--- config.mk ---
export PLATFORM = sky130hd
export DESIGN_NAME = store_unit
export DESIGN_NICKNAME = d
export VERILOG_FILES = /design/src/rtl/store_unit_pkg.sv /design/src/rtl/store_unit_aligner.sv /design/src/rtl/store_unit.sv
export SDC_FILE = /design/constraint.sdc
export NUM_CORES = 1
export LEC_CHECK = 0
export ABC_AREA = 1
export BUFFER_PORTS_ARGS = -buffer_cell sky130_fd_sc_hd__buf_2
export CORE_MARGIN = 1.5
export CORE_UTILIZATION = 50
export CTS_CLUSTER_DIAMETER = 50
export DETAILED_ROUTE_END_ITERATION = 8
export PLACE_DENSITY = 0.73
export SLEW_MARGIN = 0
export SYNTH_ARGS = -nofsm -noshare
export SYNTH_HDL_FRONTEND = slang
export SYNTH_HIERARCHICAL = 1
export SYNTH_SLANG_ARGS = --single-unit
--- constraint.sdc ---
create_clock -name clk -period 2.7 [get_ports clk]
set_input_delay 0.135 -clock clk [delete_from_list [all_inputs] [get_ports clk]]
set_output_delay 0.135 -clock clk [all_outputs]
set_load 0.01 [all_outputs]
--- src/rtl/store_unit_pkg.sv ---
// Shared types for the store path: the instruction word layout, store size
// encodings and the store FSM states.
package store_unit_pkg;

    // Store access sizes carried in funct3 of an S-type instruction
    localparam logic [2:0] F3_SB = 3'd0;
    localparam logic [2:0] F3_SH = 3'd1;
    localparam logic [2:0] F3_SW = 3'd2;

    typedef struct packed {
        logic [6:0] imm_hi;
        logic [4:0] rs2;
        logic [4:0] rs1;
        logic [2:0] funct3;
        logic [4:0] imm_lo;
        logic [6:0] opcode;
    } s_type_t;

    typedef union packed {
        logic [31:0] raw;
        s_type_t     S;
    } instr_t;

    typedef enum logic [2:0] {
        ST_IDLE,
        ST_REQ0,
        ST_REQ1,
        ST_DONE,
        ST_ERR
    } st_state_e;

endpackage

--- src/rtl/store_unit_aligner.sv ---
// Combinational lane aligner: spreads a store of 1/2/NB bytes across a
// double-width window so a misaligned store can be split into two words.
module store_unit_aligner
    import store_unit_pkg::*;
#(
    parameter  int DWIDTH = 32,
    localparam int NB     = DWIDTH / 8,
    localparam int OFFW   = $clog2(NB)
) (
    input  logic [2:0]          funct3_i,
    input  logic [OFFW-1:0]     off_i,
    input  logic [DWIDTH-1:0]   data_i,
    output logic [2*NB-1:0]     be2_o,
    output logic [2*DWIDTH-1:0] data2_o,
    output logic                size_ok_o
);

    logic [NB-1:0] mask;

    // Decode the access size into a byte mask; unknown sizes produce no lanes
    always_comb begin
        mask      = '0;
        size_ok_o = 1'b1;
        case (funct3_i)
            F3_SB:   mask = NB'(1);
            F3_SH:   mask = NB'(3);
            F3_SW:   mask = '1;
            default: size_ok_o = 1'b0;
        endcase
    end

    // Low half feeds the base word, high half the following word
    assign be2_o   = {{NB{1'b0}}, mask} << off_i;
    assign data2_o = {{DWIDTH{1'b0}}, data_i} << {off_i, 3'b000};

endmodule

--- src/rtl/store_unit.sv ---
// Store unit: turns sb/sh/sw into one or two word-aligned write requests
// on a req/gnt memory port, splitting stores that cross a word boundary.
module store_unit
    import store_unit_pkg::*;
#(
    parameter  int DWIDTH = 32,
    parameter  int AWIDTH = 32,
    localparam int NB     = DWIDTH / 8,
    localparam int OFFW   = $clog2(NB)
) (
    input  logic              clk,
    input  logic              rst,
    input  logic              st_valid,
    output logic              st_ready,
    input  instr_t            instr,
    input  logic [AWIDTH-1:0] st_addr,
    input  logic [DWIDTH-1:0] st_data,
    output logic              st_done,
    output logic              st_err,
    output logic              mem_req,
    input  logic              mem_gnt,
    output logic [AWIDTH-1:0] mem_addr,
    output logic [NB-1:0]     mem_be,
    output logic [DWIDTH-1:0] mem_wdata
);

    st_state_e           state_q;
    logic                st_ready_q, st_done_q, st_err_q, mem_req_q;
    logic [AWIDTH-1:0]   mem_addr_q;
    logic [NB-1:0]       mem_be_q;
    logic [DWIDTH-1:0]   mem_wdata_q;

    // Second-word transaction captured at accept time
    logic [NB-1:0]       hi_be_q;
    logic [DWIDTH-1:0]   hi_wdata_q;
    logic                split_q;

    logic [2*NB-1:0]     be2;
    logic [2*DWIDTH-1:0] data2;
    logic                size_ok;
    logic                accept;

    assign accept = st_valid && st_ready_q;

    store_unit_aligner #(.DWIDTH(DWIDTH)) u_aligner (
        .funct3_i  (instr.S.funct3),
        .off_i     (st_addr[OFFW-1:0]),
        .data_i    (st_data),
        .be2_o     (be2),
        .data2_o   (data2),
        .size_ok_o (size_ok)
    );

    // Hold the upper-word half of the store until the first request is granted
    always_ff @(posedge clk) begin
        if (accept) begin
            hi_be_q    <= be2[2*NB-1:NB];
            hi_wdata_q <= data2[2*DWIDTH-1:DWIDTH];
            split_q    <= |be2[2*NB-1:NB];
        end
    end

    // Store FSM with registered handshake and memory-port outputs
    always_ff @(posedge clk or posedge rst) begin
        if (rst) begin
            state_q     <= ST_IDLE;
            st_ready_q  <= 1'b1;
            st_done_q   <= 1'b0;
            st_err_q    <= 1'b0;
            mem_req_q   <= 1'b0;
            mem_addr_q  <= '0;
            mem_be_q    <= '0;
            mem_wdata_q <= '0;
        end else begin
            case (state_q)
                ST_IDLE: begin
                    if (accept) begin
                        st_ready_q <= 1'b0;
                        if (size_ok) begin
                            state_q     <= ST_REQ0;
                            mem_req_q   <= 1'b1;
                            mem_addr_q  <= {st_addr[AWIDTH-1:OFFW], {OFFW{1'b0}}};
                            mem_be_q    <= be2[NB-1:0];
                            mem_wdata_q <= data2[DWIDTH-1:0];
                        end else begin
                            state_q   <= ST_ERR;
                            st_done_q <= 1'b1;
                            st_err_q  <= 1'b1;
                        end
                    end
                end
                ST_REQ0: begin
                    if (mem_gnt) begin
                        if (split_q) begin
                            state_q     <= ST_REQ1;
                            mem_addr_q  <= mem_addr_q + AWIDTH'(NB);
                            mem_be_q    <= hi_be_q;
                            mem_wdata_q <= hi_wdata_q;
                        end else begin
                            state_q   <= ST_DONE;
                            mem_req_q <= 1'b0;
                            st_done_q <= 1'b1;
                        end
                    end
                end
                ST_REQ1: begin
                    if (mem_gnt) begin
                        state_q   <= ST_DONE;
                        mem_req_q <= 1'b0;
                        st_done_q <= 1'b1;
                    end
                end
                default: begin
                    state_q    <= ST_IDLE;
                    st_done_q  <= 1'b0;
                    st_err_q   <= 1'b0;
                    st_ready_q <= 1'b1;
                end
            endcase
        end
    end

    assign st_ready  = st_ready_q;
    assign st_done   = st_done_q;
    assign st_err    = st_err_q;
    assign mem_req   = mem_req_q;
    assign mem_addr  = mem_addr_q;
    assign mem_be    = mem_be_q;
    assign mem_wdata = mem_wdata_q;

endmodule

# After elaboration in Yosys (flattened, before gate mapping)
# Cells that the tools add are included.
word_totals:
  ff_bits: 112
  in_bits: 100
  out_inout_bits: 72
  elab_cells: 78
op_classes:
  add_sub_neg: 1
  eq_ne: 11
  shift: 2
  n_mux: 38
  n_bitwise: 1
  n_reduce_logical: 14
op_table:
  columns: ["cell", "count"]
  rows:
  - ["32-bit 2-to-1 mux", 8]
  - ["32-bit case mux with 2 select lines", 2]
  - ["32-bit by 5-bit << shifter with 64-bit output", 1]
  - ["32-bit by 3-bit adder with 32-bit output (second input constant)", 1]
  - ["4-bit 2-to-1 mux", 4]
  - ["2-bit != test (second input constant)", 7]
  - ["1-bit 2-to-1 mux", 13]
  - ["3-bit 2-to-1 mux", 4]
  - ["4-bit case mux with 3 select lines", 1]
  - ["5-bit AND reduction", 2]
  - ["3-bit case mux with 3 select lines", 1]
  - ["4-bit case mux with 2 select lines", 1]
  - ["4-bit by 2-bit << shifter with 8-bit output", 1]
  - ["3-bit by 1-bit == test with 1-bit output (second input constant)", 2]
  - ["3-bit by 2-bit == test with 1-bit output (second input constant)", 2]
  - ["3-bit logical NOT", 2]
  - ["1-bit case mux with 3 select lines", 2]
  - ["3-bit AND reduction", 2]
  - ["6-bit AND reduction", 1]
  - ["1-bit case mux with 2 select lines", 2]
  - ["4-bit OR reduction", 1]
  - ["3-bit nonzero test", 1]
  - ["3-bit OR reduction", 1]
  - ["2-bit AND reduction", 1]
  - ["other kinds (4)", 4]

# Depth between registers and ports, before layout
# Gate-level depths: netlist (run 1).
logic_depth:
  word_depth: 6
  depth_mapped: 11
  mapped_depth_nobuf: 10

# Modules after synthesis
# The synthesis (run 1) kept the hierarchy.
by_module_without_submodules:
  columns: ["module", "n_inst", "cells_each", "area_each_um2", "seq_area_each_um2"]
  rows:
  - ["store_unit", 1, 768, 5675.4, 2939.1]
  - ["store_unit_aligner", 1, 209, 1042.2, 0.0]

# Worst setup path after synthesis (run 1)
# OpenSTA, ideal clock, no wires.
synth_timing:
  kind: "register -> register"
  from: "reg st_ready_q, in the netlist st_ready"
  to: "reg mem_req_q, in the netlist mem_req"
  setup_ps: 131
  t_arrival_ps: 1976
  required_ps: 2569
  setup_slack_ps: 593
  stages_incl_launch_ff: 8
  path_buffers: 0
  synth_period_minus_slack_ps: 2107
  path_cell_list: "dfstp_2 -> nand2_1 -> inv_1 -> nor2_1 -> inv_1 -> nand2_1 -> nor3_1 -> o21ai_0"
synth_between:
  elab_chain_cells: 3
synth_lines:
  columns: ["item", "line", "rtl"]
  rows:
  - ["start, declared", "store_unit.sv:28", "logic st_ready_q, st_done_q, st_err_q, mem_req_q;"]
  - ["start signal, assigned", "store_unit.sv:67", "st_ready_q <= 1'b1;"]
  - ["start signal, assigned", "store_unit.sv:78", "st_ready_q <= 1'b0;"]
  - ["start signal, assigned", "store_unit.sv:117", "st_ready_q <= 1'b1;"]
  - ["1-bit logical AND", "store_unit.sv:43", "assign accept = st_valid && st_ready_q;"]
  - ["net accept", "store_unit.sv:41", "logic accept;"]
  - ["2-bit != test (no source line)", null, null]
  - ["6-bit AND reduction (no source line)", null, null]
  - ["end signal, assigned", "store_unit.sv:70", "mem_req_q <= 1'b0;"]
  - ["end signal, assigned", "store_unit.sv:81", "mem_req_q <= 1'b1;"]
  - ["end signal, assigned", "store_unit.sv:101", "mem_req_q <= 1'b0;"]
  - ["end, declared", "store_unit.sv:28", null]
# The timed path passes the listed nets, and every way through them passes these cells.
# A chain may end at the register's enable or synchronous reset.

# Worst setup path in the final report (run 1)
layout_timing:
  from: "reg state_q[2]"
  to: "reg mem_addr_q[30], in the netlist mem_addr[30]"
layout_between:
  elab_chain_cells: 3
  word_cells_on_any_way: 9
  cone_classes: "5 x eq/ne; 1 x mux; 3 x reduce/logical"
layout_lines:
  columns: ["item", "line", "rtl"]
  rows:
  - ["start, declared", "store_unit.sv:27", "st_state_e state_q;"]
  - ["start signal, assigned", "store_unit.sv:66", "state_q <= ST_IDLE;"]
  - ["start signal, assigned", "store_unit.sv:80", "state_q <= ST_REQ0;"]
  - ["start signal, assigned", "store_unit.sv:86", "state_q <= ST_ERR;"]
  - ["3-bit by 1-bit == test with 1-bit output or 3-bit logical NOT (tied branches)", "store_unit.sv:75", "case (state_q)"]
  - ["2-bit != test (no source line) or 2-bit nonzero test (tied branches)", null, null]
  - ["5-bit AND reduction (no source line)", null, null]
  - ["end signal, assigned", "store_unit.sv:82", "mem_addr_q <= {st_addr[AWIDTH-1:OFFW], {OFFW{1'b0}}};"]
  - ["end signal, assigned", "store_unit.sv:96", "mem_addr_q <= mem_addr_q + AWIDTH'(NB);"]
  - ["end, declared", "store_unit.sv:29", "logic [AWIDTH-1:0] mem_addr_q;"]
# Several ways; a longest one is shown, not always the timed one.

==> results of run 1 <==
-- state kept, by name (all words and copies together) (netlist names) --
signal and flops:
hi_wdata_q 32, mem_wdata 32, mem_addr 30, hi_be_q 4, mem_be 4, state_q 3, mem_req 1, split_q 1
st_done 1, st_err 1, st_ready 1
-- power breakdown --
group,switching [mW],internal (mW)
sequential,0.508,2.37
clock,0.649,0.734
combinational,2.32,1.23
total,3.47,4.33
-- layer usage --
layer	routed length (µm)	global-route usage, %
met5	0	0
met4	338	8.58
met3	900	2.78
met2	8000	39.9
met1	7390	33.6
-- how the worst max path moves through the flow --
stage	startpoint	end	cells past startpoint
after floorplan	st_ready	mem_req	7
after global placement	state_q[2]	mem_addr[12]	9
after detailed placement	state_q[2]	mem_addr[30]	9
after CTS	state_q[2]	mem_addr[30]	9
after global routing	state_q[2]	mem_addr[12]	9
final	state_q[2]	mem_addr[30]	9
-- final cells by class --
type                    count  area, µm²
fillers                  1305       5490
multi-input cells         740       3140
flip-flops and latches    110       2940
repair buffers            150        788
inverters                  79        302
clock buffers               9        225
well taps                 176        220
clock inverters             7       81.3
-- logic make-up after synthesis --
family,synth area share (%)
adders and majority gates,0.186
AOI/OAI and AO/OA,6.43
DFF,43.8
and+or+nand+nor,39.2
other,0.112
xor gates and xnor gates,0.391
buffers and inverters,9.98
-- cells in the final DEF (no fill, tap or decap), types with 9 or more instances in the layout --
master / count
nand2_1: 447
buf_2: 140
nor2_1: 82
inv_1: 74
dfrtp_1: 72
nand3_1: 67
edfxtp_1: 37
o21ai_0: 36
o21ai_1: 30
or2_2: 21
nor3_1: 11
conb_1: 11
and2_1: 10
clkbuf_16: 9
buf_4: 9
-- through the flow --
step	setup WS [ns]	cell area, µm²
after CTS	0.681	7700
after detailed placement	0.693	7390
after floorplan	0.593	6750
after global placement	0.774	7390
after global routing	0.446	7700
final	0.675	7700
==> results_dict.tcl, run 1 <==
set metrics [dict create \
    cp_slowest_cell "buf_4" \
    reg2reg_depth 9 \
    htreeDepth 3 \
    cts_buffers 9 \
    leakage_nw 4.07 \
    postCtsHoldBufs 0 \
    ys_top_cells_by_count "nand2_1 (448), nor2_1 (82), inv_1 (75)" \
    min_to "state_q[0]" \
    port-buffer-count 140 \
    cts_setup_buffers 0 \
    vias 6321 \
    grt_pass1_vias 5726 \
    critPathRequiredTime_ns 2.94 \
    synth_ff_type "dfrtp_1" \
    start_util_pct 50.9 \
    dpl.cell_count 1255 \
    worst-r2r-setup-slack_ns 0.67 \
    grt_pass1_wl_mm 27.6 \
    routabilityCongestion 0.907 \
    crit_chain "nor2_1, nand2_1, inv_1, o21ai_0, nand2_2, buf_4, nor2_1, nand2_1, nand2_1" \
    ys.warnings.count 6 \
    cp.arrival_ns 2.27 \
    crit_family "buffers and inverters" \
    viasPerCell 4.97 \
    ios 172 \
    yosysTopAreaCell "dfrtp_1" \
    hold_class "in2reg" \
    diodes 0 \
    peakVddDrop_mv 0.498 \
    async_flop_share_pct 66.4 \
    overflow 0 \
    p_per_area_mw_per_mm2 1010 \
    status "complete, no violations" \
    cts_buffer_depth 2 \
    path_max_fanout 76 \
    post_drt_wl_per_cell_um 13.1 \
    setup_viol 0 \
    numClockSinks 110 \
    end_kind "flip-flop" \
    synth-seq-cells 110 \
    ant_nets 0 \
    die_height_um 119 \
    timing.rr.end "mem_addr[30]" \
    slew_headroom_pct 38.3 \
    avgSynthCellArea_um2 6.88 \
    core_region_area_mm2 0.0132 \
    synth_area_mm2 0.00672 \
    drc 0 \
    tightest_slew_ns 0.926 \
    worstSetupPathType "reg2reg" \
    min-delay-start "mem_gnt" \
    fin_hold_ws_ns 0.0114 \
    die-area_mm2 0.0141 \
    crit_path_start_kind "flip-flop" \
    grt_max_degree 82 \
    fin_tns_setup_ns 0 \
    area_delta_synth_final_pct 14.6 \
    synth-edff-count 37 \
    p_total_mw 7.81 \
    rows 42 \
    dr.pass1.iters 7 \
    r2r-start "state_q[2]" \
    grtUsageTotal_pct 24.3 \
    clk_latency_ns 0.35 \
    cap_violations 0 \
    first_iter_violations 519 \
    dieWidth_um 119 \
    min_period_ns 2.03 \
    synth_cells 977 \
    instances_no_fill 1271 \
    tritoncts "done" \
    ys_types 32 \
    yosysMostFrequentCell "nand2_1" \
    fmax_ghz 0.494 \
    finalNetCount 1191 \
    cts-root-buf "clkbuf_16" \
    post_cts_resized 0 \
    routed_wirelength_mm 16.6 \
    yosysSeqAreaShare_pct 43.8 \
    fin_skew_ns 0.00754 \
    hold_viol 0 \
    timing.critical_path.mode_cell "nand2_1" \
    finalMaxSlewViolations 0 \
    layout-drive-gt1-share_pct 18.6 \
    synthTopCellsByArea "dfrtp_1 (27%), nand2_1 (25%), edfxtp_1 (17%)" \
    hpwl_mm 11.5 \
    fin_crit_sh_pct 75.0 \
    path_clk_slew_ns 0.07 \
    fin_util_pct 58.4 \
    rsz0062_at_grt "false" \
    whs_path_depth 2 \
    antenna_found_initial 0 \
    slowest_delay_ns 0.61 \
    synth.top_cell.area_share_pct 26.8 \
    crit_buf_inv 2 \
]
Power figures use the tool's default switching activity.
==> run 2, diff against run 1 <==
==> constraint.sdc (replaced) <==
create_clock -name clk -period 2 [get_ports clk]
set_input_delay 0.1 -clock clk [delete_from_list [all_inputs] [get_ports clk]]
set_output_delay 0.1 -clock clk [all_outputs]
set_load 0.01 [all_outputs]
==> run 2 against run 1 <==
  * Power is 39% higher
  * Clock skew is 0.0025 ns lower
  * Wire length is 0.64% higher
  * Sequential share of layout area is 0.93 points lower
  * Critical path type unchanged
  * Largest cell class unchanged
  * Largest power group unchanged
==> results_dict.tcl, run 2 (synthesis results as in run 1) <==
set metrics [dict create \
    worstSetupPathType "reg2reg" \
    hold_viol 0 \
    p_total_mw 10.8 \
    instances_no_fill 1284 \
    fin_skew_ns 0.00506 \
    area_delta_synth_final_pct 17.5 \
    path_max_fanout 6 \
    setup_viol 0 \
    ant_nets 0 \
    grtUsageTotal_pct 24.3 \
    diodes 0 \
    fin_hold_ws_ns 0.0588 \
    cts_setup_buffers 0 \
    final_area_mm2 0.00789 \
    rows 42 \
    drc 0 \
    overflow 0 \
    vias 6402 \
    cts_buffer_depth 2 \
    grt_pass1_vias 5722 \
    finalMaxSlewViolations 0 \
    p_per_area_mw_per_mm2 1370 \
    status "complete, no violations" \
    grt_pass1_wl_mm 27.5 \
    htreeDepth 3 \
    layout_common_cells "nand2_1 (447), buf_2 (140), nor2_1 (82), inv_1 (73), dfrtp_1 (72)" \
    tritoncts "done" \
    clk_latency_ns 0.35 \
    dpl.cell_count 1266 \
    grt_max_degree 82 \
    routabilityCongestion 0.890 \
    finalNetCount 1204 \
    dieWidth_um 119 \
    first_iter_violations 513 \
    nFillCells 1267 \
    final_common_cell "nand2_1" \
    routed_wirelength_mm 16.7 \
    path_clk_slew_ns 0.07 \
    cp_slowest_cell "dfrtp_1" \
    slowest_delay_ns 0.43 \
    start_util_pct 50.9 \
    fmax_ghz 0.571 \
    fin_tns_setup_ns 0 \
    cts_buffers 9 \
    cp.arrival_ns 2.00 \
    min_period_ns 1.75 \
    layout-drive-gt1-share_pct 19.5 \
    critPathRequiredTime_ns 2.25 \
    timing.critical_path.mode_cell "nand2_1" \
    core_region_area_mm2 0.0132 \
    crit_chain "ha_1, nand2_1, nor2_2, nand2_1, nor2_1, nand2_1, nand2_1, nand3_1, nand2_1, nand2_1" \
    port-buffer-count 140 \
    hpwl_mm 12.0 \
    die_height_um 119 \
    post_drt_wl_per_cell_um 13.0 \
    ios 172 \
    peakVddDrop_mv 0.781 \
    crit_path_start_kind "flip-flop" \
    viasPerCell 4.99 \
    antenna_found_initial 0 \
    end_kind "flip-flop" \
    leakage_nw 4.16 \
    numClockSinks 110 \
    hold_class "in2reg" \
    rsz0062_at_grt "false" \
    cap_violations 0 \
    fin_crit_sh_pct 87.5 \
    postPlaceCellArea_mm2 0.00757 \
    die-area_mm2 0.0141 \
    cts-root-buf "clkbuf_16" \
    dr.pass1.iters 7 \
]
-- run 2: changes by cell type in the layout (fill, tap and decap cells not counted) --
cell	delta
buf_4	+4
buf_12	+7
dlygate4sd3_1	+2
inv_1	-1
clkinv_2	+1
inv_6	+1
clkinv_4	-1
-- run 2: final cells by class --
| type | count | area [µm²] | area share, % |
|---|---|---|---|
| multi-input combinational | 740 | 3140 | 39.8 |
| sequential | 110 | 2940 | 37.2 |
| timing repair buffer | 163 | 978 | 12.4 |
| inverter | 79 | 305 | 3.87 |
| clock buffer | 9 | 225 | 2.85 |
| tap | 176 | 220 | 2.79 |
| clock inverter | 7 | 78.8 | 0.999 |
-- run 2: per-stage QoR --
step,setup WS (ns),utilization (%)
6_report,0.250,59.8
5_1_grt,0.0915,59.8
4_1_cts,0.252,59.8
3_5_place_dp,0.278,57.4
3_3_place_gp,0.296,57.4
2_1_floorplan,0.0484,-
-- run 2: layer usage --
metal	up-vias	part of all wire [%]	track usage, %
met2	207	47	38.8
met4	0	2.6	9.41
met1	2895	44	33.2
met5	-	0	0
li1	3273	-	-
met3	27	5.9	4.07
-- run 2: what timing repair did --
| action | 4_1_cts | 5_1_grt |
|---|---|---|
| resized for setup | 0 | 0 |
| endpoints found under the hold margin | 18 | 0 |
| hold buffers | 2 | 0 |
-- run 2: path summary, 6_finish.rpt --
kind                              start            end  slack, ns  cells after the start
min                          st_addr[2]    mem_addr[2]       0.06                      5
max in group asynchronous           rst  mem_wdata[26]       1.06                      4
max                         mem_addr[2]   mem_addr[24]       0.25                     10
min reg2reg                mem_wdata[6]   mem_wdata[6]       0.48                      2
min in group asynchronous           rst   mem_addr[23]       0.29                      3
max reg2reg                 mem_addr[2]   mem_addr[24]       0.25                     10
-- run 2: power by group --
part	internal, mW	switching [mW]
clock network	0.991	0.870
logic	1.89	3.19
registers	3.20	0.688
total	6.07	4.75
-- run 2: worst max-delay path, delay by kind of cell (launching register included) --
family,cells,cell delay [ns]
AND/OR/NAND/NOR,9,1.01
adder cells (fa/ha/maj),1,0.21
flip-flops,1,0.43
==> run 3, diff against run 2 <==
--- a/config.mk
+++ b/config.mk
@@ -11,9 +11,8 @@
 export CORE_UTILIZATION = 50
 export CTS_CLUSTER_DIAMETER = 50
 export DETAILED_ROUTE_END_ITERATION = 8
-export PLACE_DENSITY = 0.73
+export PLACE_DENSITY = 0.74
 export SLEW_MARGIN = 0
 export SYNTH_ARGS = -nofsm -noshare
 export SYNTH_HDL_FRONTEND = slang
-export SYNTH_HIERARCHICAL = 1
 export SYNTH_SLANG_ARGS = --single-unit
==> run 3 against run 2 <==
  * Area after synthesis is 10% lower
  * Combinational power shrank 7.7%
  * Clock-buffer cell count is 2 higher
  * Highest routed layer unchanged
==> results_dict.tcl, run 3 <==
set metrics [dict create \
    leakage_nw 3.72 \
    grtUsageMet2_pct 41.2 \
    fin_crit_sh_pct 88.9 \
    drc 0 \
    worst-r2r-setup-slack_ns 0.22 \
    min_to "mem_addr[3]" \
    yosysSeqAreaShare_pct 44.3 \
    cap_violations 0 \
    synth-edff-count 28 \
    fin_hold_ws_ns 0.0167 \
    routed_wirelength_mm 15.8 \
    slew_headroom_pct 61.3 \
    path_max_fanout 42 \
    whs_path_depth 3 \
    routabilityCongestion 0.880 \
    post_cts_resized 0 \
    cp_slowest_cell "dfrtp_1" \
    tightest_slew_ns 0.581 \
    timing.critical_path.mode_cell "nor2_1" \
    async_flop_share_pct 72.3 \
    synth.top_cell.area_share_pct 29.9 \
    grtUsageTotal_pct 25.5 \
    min-delay-start "st_addr[3]" \
    min_period_ns 1.78 \
    p_per_area_mw_per_mm2 1390 \
    cts_setup_buffers 0 \
    finalMaxSlewViolations 0 \
    start_util_pct 52.1 \
    end_kind "flip-flop" \
    multi_input_area_mm2 0.00288 \
    reg2reg_depth 9 \
    htreeDepth 3 \
    cts_buffers 9 \
    fin_tns_setup_ns 0 \
    largest_reg_flops 32 \
    grt_pass1_wl_mm 25.7 \
    ys.warnings.count 0 \
    critPathRequiredTime_ns 2.24 \
    hold_class "in2reg" \
    grt_pass1_vias 5357 \
    fmax_ghz 0.562 \
    slowest_delay_ns 0.43 \
    port-buffer-count 140 \
    antenna_found_initial 0 \
    rows 39 \
    tritoncts "done" \
    grt_use_met3_pct 3.86 \
    yosysTopAreaCell "dfrtp_1" \
    die_height_um 113 \
    final_common_cell "nand2_1" \
    ys_top_cells_by_count "nand2_1 (386), nor2_1 (79), dfrtp_1 (72)" \
    grt_use_met1_pct 33.9 \
    setup_viol 0 \
    layout-drive-gt1-share_pct 21.2 \
    rsz0062_at_grt "false" \
    avgSynthCellArea_um2 7.06 \
    overflow 0 \
    ys_types 35 \
    vias 5892 \
    crit_path_start_kind "flip-flop" \
    worstSetupPathType "reg2reg" \
    fin_skew_ns 0.00656 \
    grt_max_degree 68 \
    crit_chain "inv_2, nand3_2, nor2_1, nor2_1, nand3b_1, buf_4, nor2_1, nand2_1, nand2_1" \
    synthTopCellsByArea "dfrtp_1 (30%), nand2_1 (24%), edfxtp_1 (14%)" \
    ios 172 \
    path_clk_slew_ns 0.07 \
    layout_common_cells "nand2_1 (386), buf_2 (140), nor2_1 (79), dfrtp_1 (72), inv_1 (57)" \
    timing.rr.end "mem_addr[31]" \
    ant_nets 0 \
    cts_buffer_depth 2 \
    diodes 0 \
    die-area_mm2 0.0127 \
    dieWidth_um 113 \
    post_drt_wl_per_cell_um 13.9 \
    viasPerCell 5.19 \
    cp.arrival_ns 2.02 \
    status "complete, no violations" \
    peakVddDrop_mv 0.872 \
    hold_viol 0 \
    hpwl_mm 11.5 \
    finalNetCount 1088 \
    synth-seq-cells 101 \
    synth_cells 853 \
    busiest_layer "met2" \
    crit_buf_inv 2 \
    cts-root-buf "clkbuf_16" \
    area_delta_synth_final_pct 18.1 \
    seq_area_mm2 0.00267 \
    synth_ff_type "dfrtp_1" \
    numClockSinks 101 \
    crit_family "simple AND/OR/NAND/NOR gates" \
    dr.pass1.iters 5 \
    fin_util_pct 61.5 \
    nFillCells 1102 \
    yosysMostFrequentCell "nand2_1" \
    first_iter_violations 418 \
    r2r-start "state_q[0]" \
    clk_latency_ns 0.35 \
    synth_area_mm2 0.00603 \
    core_region_area_mm2 0.0116 \
]
## run 3: routing by layer
| metal | share of wire (%) | wire [µm] |
|---|---|---|
| met1 | 44 | 6910 |
| met2 | 46 | 7240 |
| met3 | 6.9 | 1090 |
| met4 | 3.2 | 510 |
| met5 | 0 | 0 |
## run 3: power by group
group | internal, mW | switching, mW
Clock | 0.837 | 0.769
Combinational | 1.71 | 2.99
Sequential | 2.96 | 0.648
Total | 5.50 | 4.40
## run 3: metrics by stage
step                instance area [µm²]  total power [mW]  setup slack, ns  cells
global route                       7110              10.7           0.0808   1135
global placement                   6840              8.25            0.277   1118
CTS                                7110              9.96            0.228   1135
floorplan                          6030              6.90           0.0484    854
finish                             7110              9.91            0.221   1135
detailed placement                 6840              8.34            0.256   1118
## run 3: worst max-delay path by stage
stage               cells after the start       start  slack, ns      endpoint
finish                                  9  state_q[0]       0.22  mem_addr[31]
global route                            9  state_q[0]       0.08  mem_addr[31]
CTS                                     9  state_q[0]       0.23  mem_addr[31]
detailed placement                      9  state_q[0]       0.26  mem_addr[31]
global placement                        9  state_q[1]       0.28  mem_addr[31]
floorplan                               1         rst       0.05  mem_addr[10]
## run 3: repair_timing
action,4_1_cts,5_1_grt
hold buffers,1,0
setup endpoints to repair,0,0
hold endpoints to repair,22,0
## run 3: final cells by class
class / instances / share of cell area (%)
Multi-Input combinational cell: 651 / 40.5
Tap cell: 143 / 2.51
Clock inverter: 5 / 0.405
Timing Repair Buffer: 158 / 12.3
Clock buffer: 11 / 3.27
Sequential cell: 101 / 37.5
Inverter: 66 / 3.53
## run 3: cells by family (layout without fill, tap and decap cells)
group | count (synthesis) | in the layout | synth area share [%]
adders and majority gates | 1 | 1 | 0.208
muxes | 14 | 14 | 2.33
DFF | 101 | 101 | 44.3
other | 1 | 2 | 0.0622
AOI/OAI and AO/OA | 76 | 76 | 7.04
buffers and inverters | 102 | 240 | 8.10
xor gates and xnor gates | 4 | 4 | 0.582
and+or+nand+nor | 554 | 554 | 37.4
## run 3: worst min-delay path: stages
cell	delay [ns]
buf_2	0.09
o211ai_1	0.09
nand2_1	0.06
